File: config.mk
export PLATFORM = sky130hd
export DESIGN_NAME = pipif_prefetch_rv32
export DESIGN_NICKNAME = d
export VERILOG_FILES = /design/src/rtl/pipif_prefetch_rv32.sv
export SDC_FILE = /design/constraint.sdc
export NUM_CORES = 1
export LEC_CHECK = 0
export CAP_MARGIN = 20
export CORE_MARGIN = 1
export CORE_UTILIZATION = 55
export CTS_CLUSTER_SIZE = 25
export DETAILED_ROUTE_END_ITERATION = 7
export PLACE_DENSITY = 0.79
export SYNTH_ARGS = -nofsm -noshare
export SYNTH_HDL_FRONTEND = slang
export SYNTH_SLANG_ARGS = --single-unit
File: constraint.sdc
create_clock -name iCLK -period 3.6 [get_ports iCLK]
set_input_delay 0.72 -clock iCLK [delete_from_list [all_inputs] [get_ports iCLK]]
set_output_delay 0.72 -clock iCLK [all_outputs]
set_load 0.02 [all_outputs]
File: src/rtl/pipif_prefetch_rv32.sv
// RV32 instruction-fetch stage: credit-limited request issue, in-order response
// capture into a {pc, instr} prefetch FIFO, and branch redirect with stale-response drop.
module pipif_prefetch_rv32 #(
  parameter logic [31:0] RESET_VECTOR = 32'h0000_0000,
  parameter int unsigned DEPTH        = 4
) (
  input  logic        iCLK,
  input  logic        iRST,
  output logic        oIREQ,
  output logic [31:0] oIADDR,
  input  logic        iIACK,
  input  logic        iIVALID,
  input  logic [31:0] iIDATA,
  input  logic        iBRANCH,
  input  logic [31:0] iBranchADDR,
  input  logic        iStallD,
  output logic        oVALID,
  output logic [31:0] oINSTR,
  output logic [31:0] oPC
);
  localparam int unsigned AW = $clog2(DEPTH);
  localparam int unsigned CW = AW + 1;
  localparam logic [CW:0] DEPTH_W  = (CW+1)'(DEPTH);
  localparam logic [31:0] RESET_PC = RESET_VECTOR & ~32'h3;

  logic [31:0]   fetchPc;
  logic [31:0]   respPc;
  logic [31:0]   fifoPc    [DEPTH];
  logic [31:0]   fifoInstr [DEPTH];
  logic [AW-1:0] rdPtr;
  logic [AW-1:0] wrPtr;
  logic [CW-1:0] count;
  logic [CW-1:0] inflight;
  logic [CW-1:0] discard;
  logic [31:0]   branchPc;
  logic          transfer;
  logic          respTake;
  logic          push;
  logic          pop;

  // Every buffered word and every outstanding request holds one of DEPTH credits.
  assign oIREQ    = !iRST && !iBRANCH && (({1'b0, count} + {1'b0, inflight}) < DEPTH_W);
  assign oIADDR   = fetchPc;
  assign oVALID   = !iRST && (count != '0);
  assign oINSTR   = fifoInstr[rdPtr];
  assign oPC      = fifoPc[rdPtr];

  assign branchPc = iBranchADDR & ~32'h3;
  assign transfer = oIREQ && iIACK;
  assign respTake = iIVALID && (inflight != '0);
  assign push     = respTake && (discard == '0);
  assign pop      = oVALID && !iStallD;

  always_ff @(posedge iCLK) begin
    if (iRST) begin
      fetchPc  <= RESET_PC;
      respPc   <= RESET_PC;
      rdPtr    <= '0;
      wrPtr    <= '0;
      count    <= '0;
      inflight <= '0;
      discard  <= '0;
    end else if (iBRANCH) begin
      // Everything still outstanding belongs to the old stream; a response landing now is dropped too.
      fetchPc  <= branchPc;
      respPc   <= branchPc;
      rdPtr    <= '0;
      wrPtr    <= '0;
      count    <= '0;
      inflight <= inflight - CW'(respTake);
      discard  <= inflight - CW'(respTake);
    end else begin
      if (transfer) fetchPc <= fetchPc + 32'd4;
      if (respTake && (discard != '0)) discard <= discard - CW'(1);
      if (push) begin
        wrPtr  <= wrPtr + AW'(1);
        respPc <= respPc + 32'd4;
      end
      if (pop) rdPtr <= rdPtr + AW'(1);
      count    <= count + CW'(push) - CW'(pop);
      inflight <= inflight + CW'(transfer) - CW'(respTake);
    end
  end

  // Payload storage needs no reset; oVALID masks it.
  always_ff @(posedge iCLK) begin
    if (!iRST && !iBRANCH && push) begin
      fifoPc[wrPtr]    <= respPc;
      fifoInstr[wrPtr] <= iIDATA;
    end
  end
endmodule
After elaboration in Yosys (flattened, before gate mapping)
Memories as Yosys holds them, arrays and structs flattened. A register that Yosys moved wholly into a read port is not among the register bits.
Cells that the tools add are included.
{"block": "classes", "add_sub_neg": 11, "multipliers": 0, "n_div": 0, "n_lt_le_gt_ge": 1, "n_eq_ne": 0, "shift": 0, "muxes": 13, "bitwise": 0, "n_reduce_logical": 20}
{"op": "two-way mux 32 bit", "count": 4}
{"op": "adder 32 x 3 -> 32 bit (second input constant)", "count": 2}
{"op": "logical AND 1 bit", "count": 9}
{"op": "two-way mux 3 bit", "count": 3}
{"op": "nonzero test 3 bit", "count": 3}
{"op": "subtractor 3 x 1 -> 3 bit", "count": 3}
{"op": "two-way mux 2 bit", "count": 4}
{"op": "adder 3 x 1 -> 3 bit", "count": 2}
{"op": "nonzero test 2 bit", "count": 3}
{"op": "adder 2 x 1 -> 2 bit (second input constant)", "count": 2}
{"op": "adder 3 x 3 -> 4 bit", "count": 1}
{"op": "less-than comparator 4 x 3 -> 1 bit (second input constant)", "count": 1}
{"op": "zero test 1 bit", "count": 3}
{"op": "zero test 3 bit", "count": 1}
{"op": "subtractor 3 x 1 -> 3 bit (second input constant)", "count": 1}
{"op": "two-way mux 1 bit", "count": 2}
{"op": "OR reduction 2 bit", "count": 1}
{"block": "word_totals", "register_bits": 77, "latchBits": 0, "ram_bits": 256, "mem_bits_ro": 0, "out_inout_bits": 98, "wordCells": 56, "memories": 2}
{"memory": "fifoInstr", "words": 4, "word_bits": 32, "rd": 1, "rd_ports_with_merged_regs": 1, "wr": 1, "line_no": "29", "text": "logic [31:0] fifoInstr [DEPTH];"}
{"memory": "fifoPc", "words": 4, "word_bits": 32, "rd": 1, "rd_ports_with_merged_regs": 1, "wr": 1, "line_no": "28", "text": "logic [31:0] fifoPc [DEPTH];"}

Logic depth before layout (Yosys ltp)
Gate-level depths: netlist of the first run.
{"block": "depth", "depth_word": 7, "ltp_mapped": 13, "mapped_depth_nobuf": 12}

Worst setup path before layout of the first run
No wires, ideal clock.
{"block": "synth_timing", "kind": "input to register", "start": "input iIVALID", "end": "memory fifoInstr[0][0], enable pin", "arrival_ps": 2868, "required_time_ps": 3173, "slack_ps": 305, "path_stages": 4, "n_path_buf": 1, "path_cell_list": "o31ai_1 nor2_1 clkbuf_1 and3_1"}
{"block": "synth_via", "elab_chain_len": 5}
{"element": "start, declared", "line_no": "12", "text": "input logic iIVALID,"}
{"element": "logical AND 1 bit", "line_no": "50", "text": "assign respTake = iIVALID && (inflight != '0);"}
{"element": "logical AND 1 bit", "line_no": "51", "text": "assign push = respTake && (discard == '0);"}
{"element": "logical AND 1 bit", "line_no": "87", "text": "if (!iRST && !iBRANCH && push) begin"}
{"element": "two-way mux 1 bit", "line_no": "87"}
{"element": "two-way mux 1 bit (implied by the code)", "line_no": "89", "text": "fifoInstr[wrPtr] <= iIDATA;"}
{"element": "end, declared", "line_no": "29"}
No other way between the ends.

Final worst setup path of the first run
{"block": "layout_timing", "start": "input iRST", "end": "output oIREQ"}
{"block": "layout_via", "elab_chain_len": 3}
{"element": "start, declared", "line_no": "8", "text": "input logic iRST,"}
{"element": "zero test 1 bit", "line_no": "42", "text": "assign oIREQ = !iRST && !iBRANCH && (({1'b0, count} + {1'b0, inflight}) < DEPTH_W);"}
{"element": "logical AND 1 bit (2 in a row)", "line_no": "42"}
{"element": "end, declared", "line_no": "9", "text": "output logic oIREQ,"}
No other way between the ends.

==> load_flow_metrics.sql, run 1 <==
INSERT INTO impl_metrics (metric_group, metric, value, unit) VALUES
('worst_setup_path', 'worstReg2RegStart', 'inflight[2]', ''),
('yosys', 'synth_area_leader_cell', 'edfxtp_1', ''),
('timing', 'number_of_max_slew_violations_in_the_final_report', '0', ''),
('clock_tree', 'cts_num_sinks', '323', ''),
('routing', 'first_iter_violations', '513', ''),
('routing', 'antenna_left', '0', ''),
('placed_design', 'pre_cts_slack', '0.179', 'ns'),
('clock_tree', 'clockRootBuffer', 'clkbuf_16', ''),
('cells_and_area', 'postLayoutCoreUtil', '69.2', '%'),
('min_path', 'worst_hold_startpoint', 'wrPtr[1]', ''),
('clock_tree', 'cts_max_level', '1', ''),
('yosys', 'yosysSeqAreaShare', '68.2', '%'),
('status', 'status', 'complete, no violations', ''),
('clock_tree', 'tritoncts.num_buffers', '31', ''),
('yosys', 'fraction_of_synthesized_cell_area_taken_by_the_top_area_cell_type', '56.7', '%'),
('worst_setup_path', 'start_kind', 'input pin', ''),
('worst_setup_path', 'critical_path_class', 'in -> out', ''),
('placed_design', 'detailedPlacementHpwl', '18100', 'um'),
('clock_tree', 'post_cts.resized_instances', '0', ''),
('cells_and_area', 'mostFrequentLayoutCell', 'edfxtp_1', ''),
('die', 'die_area', '24500', 'um2'),
('clock_tree', 'cts_hold_repair.buffers', '0', ''),
('yosys', 'number_of_instances_in_the_synthesized_netlist', '835', ''),
('routing', 'drcViolationCount', '0', ''),
('clock_tree', 'clock_tree_from_tritoncts', 'done', ''),
('worst_setup_path', 'worst-path-buf-inv', '3', ''),
('cells_and_area', 'syn2layout_area_growth', '23.8', '%'),
('global_routing', 'grt_pass1_wl', '42200', 'um'),
('routing', 'wl_cell', '19.8', 'um'),
('timing', 'worstMarginPinSlew', '0.821', 'ns'),
('worst_setup_path', 'worst-endpoint-arrival', '2.60', 'ns'),
('die', 'floorplan.rows', '56', ''),
('timing', 'fin_setup_tns', '0', 'ns'),
('placed_design', 'placed_instance_area', '15300', 'um2'),
('cells_and_area', 'antenna-diode-count', '0', ''),
('yosys', 'number_of_synthesized_flops_with_an_enable_pin', '248', ''),
('cells_and_area', 'nNetsFinal', '1110', ''),
('run', 'drv_cap', '0', ''),
('clock_tree', 'clock_latency_late_sink', '0.53', 'ns'),
('yosys', 'yosys-top-cells-area', 'edfxtp_1 (57%), dfxtp_1 (11%), mux4_2 (11%)', ''),
('placed_design', 'gp_routability_congestion', '0.869', ''),
('cells_and_area', 'post_route_cells_drive_above_1_share', '14.1', '%'),
('clock_tree', 'post-cts-setup-buffers', '0', ''),
('worst_setup_path', 'cp_cell_sequence', 'clkdlybuf4s50_1, or2_2, buf_4, nor3_1, clkdlybuf4s50_1', ''),
('min_path', 'number_of_cells_on_the_worst_hold_path', '2', ''),
('worst_setup_path', 'worst_path_largest_cell_delay', '0.65', 'ns'),
('timing', 'skew', '0.00852', 'ns'),
('routing', 'via_count', '7809', ''),
('global_routing', 'grt_start_max_net_pins', '51', ''),
('routing', 'viasPerCell', '5.73', ''),
('min_path', 'timing.hold.worst.class', 'reg -> reg', ''),
('timing', 'maxClockFrequency', '301', 'MHz'),
('worst_setup_path', 'reg2regPathDepth', '12', ''),
('global_routing', 'gr-usage-all-layers', '22.5', '%'),
('clock_tree', 'clock_path_buffers', '3', ''),
('worst_setup_path', 'ff2ff_setup_slack', '0.63', 'ns'),
('yosys', 'synthFlopType', 'edfxtp_1', ''),
('timing', 'timing.slew.headroom', '44.8', '%'),
('cells_and_area', 'finalInstanceArea', '16200', 'um2'),
('power', 'power.density_cell_area', '508', 'nW/um2'),
('die', 'floorplan.io_pins', '168', ''),
('cells_and_area', 'fill_cells', '1558', ''),
('worst_setup_path', 'critical-path-slowest-cell', 'clkdlybuf4s50_1', ''),
('global_routing', 'grt_antenna_before_repair', '0', ''),
('yosys', 'mean_area_per_synthesized_cell', '15.7', 'um2'),
('clock_tree', 'cts.reportedPaths.clkPinSlew', '0.06', 'ns'),
('timing', 'rsz0062_at_grt', 'no', ''),
('power', 'maximum_resistive_drop_on_vdd', '0.000377', 'V'),
('worst_setup_path', 'cp_max_fo', '12', ''),
('worst_setup_path', 'worstSetupStartpoint', 'iRST', ''),
('timing', 'final-hold-violation-count', '0', '');
[worst reg2reg max path: stages (launching register included)]
cell	delay [ns]
dfxtp_1	0.42
ha_1	0.30
or4b_4	0.51
nor3_4	0.15
inv_2	0.05
ha_1	0.27
inv_1	0.04
ha_1	0.18
fa_1	0.37
xor2_1	0.15
o21ai_0	0.20
xnor2_1	0.14
nor2_1	0.05
[power by group]
group / internal (uW) / switching (uW) / leakage [uW] / total [uW]
Combinational: 456 / 499 / 0.00197 / 954
Sequential: 4160 / 134 / 0.00287 / 4290
Clock: 1710 / 1290 / 0.000456 / 3000
Total: 6330 / 1920 / 0.00529 / 8250
[logic make-up after synthesis]
kind of cell | share of synthesized area [%]
other cells | 0.0286
xor+xnor | 3.74
mux | 10.7
compound gates | 5.15
flops | 68.2
buf+inv | 2.38
simple gates | 7.97
fa+ha+maj | 1.83
[per-stage QoR]
stage / hold slack (ns) / std cells
after floorplan: 0.469 / 838
after global placement: 0.488 / 1308
after detailed placement: 0.500 / 1308
after CTS: 0.512 / 1364
after global routing: 0.559 / 1364
final: 0.511 / 1364
[state kept, by name, indices dropped and copies added, names as in the netlist, named ones only]
register	cells
count	3
discard	3
fifoInstr	128
fifoPc	120
inflight	3
oIADDR	30
rdPtr	2
respPc	30
wrPtr	2
[per-layer routing]
layer | up-vias | part of all wire (%) | track usage (%)
li1 | 3614 | - | -
met1 | 3817 | 43 | 31.3
met2 | 335 | 48 | 36.9
met3 | 43 | 6.9 | 3.41
met4 | 0 | 2.1 | 6.68
met5 | - | 0 | 0
[Yosys cell counts, drive strengths merged, types with 3 or more instances]
cell    number
and3        11
o21ai        7
a21boi      32
a211oi       8
dfxtp       75
nand4       18
clkbuf      27
nand2       42
o311ai       5
inv         36
nand3       27
a31oi        8
edfxtp     248
ha          16
mux4        62
nor4        18
nand2b       3
xnor2       36
nor2        29
o211ai       3
and2         4
a21oi       32
and4        12
buf         15
or3          4
xor2        20
nor3        13
[final timing paths]
| check | to |
|---|---|
| setup / recovery | oIREQ |
| hold / removal | wrPtr[1] |
| setup reg to reg | inflight[2] |
| hold reg to reg | wrPtr[1] |
[cell type report]
type,instances,area (um2),area share (%)
sequential,323,8950,55.1
tap,319,399,2.46
clock inverter,20,154,0.947
multi-input combinational,436,3880,23.9
clock buffer,36,795,4.89
timing repair buffer,193,1930,11.9
inverter,37,139,0.855
No activity file was read; power rests on OpenSTA's default activity.
==> run 2, diff against run 1 <==
--- a/config.mk
+++ b/config.mk
@@ -11,6 +11,7 @@
 export CTS_CLUSTER_SIZE = 25
 export DETAILED_ROUTE_END_ITERATION = 7
 export PLACE_DENSITY = 0.79
+export SLEW_MARGIN = 10
 export SYNTH_ARGS = -nofsm -noshare
 export SYNTH_HDL_FRONTEND = slang
 export SYNTH_SLANG_ARGS = --single-unit
==> results of run 2 <==
The final DEF is identical to that of run 1; final timing and power are the same.
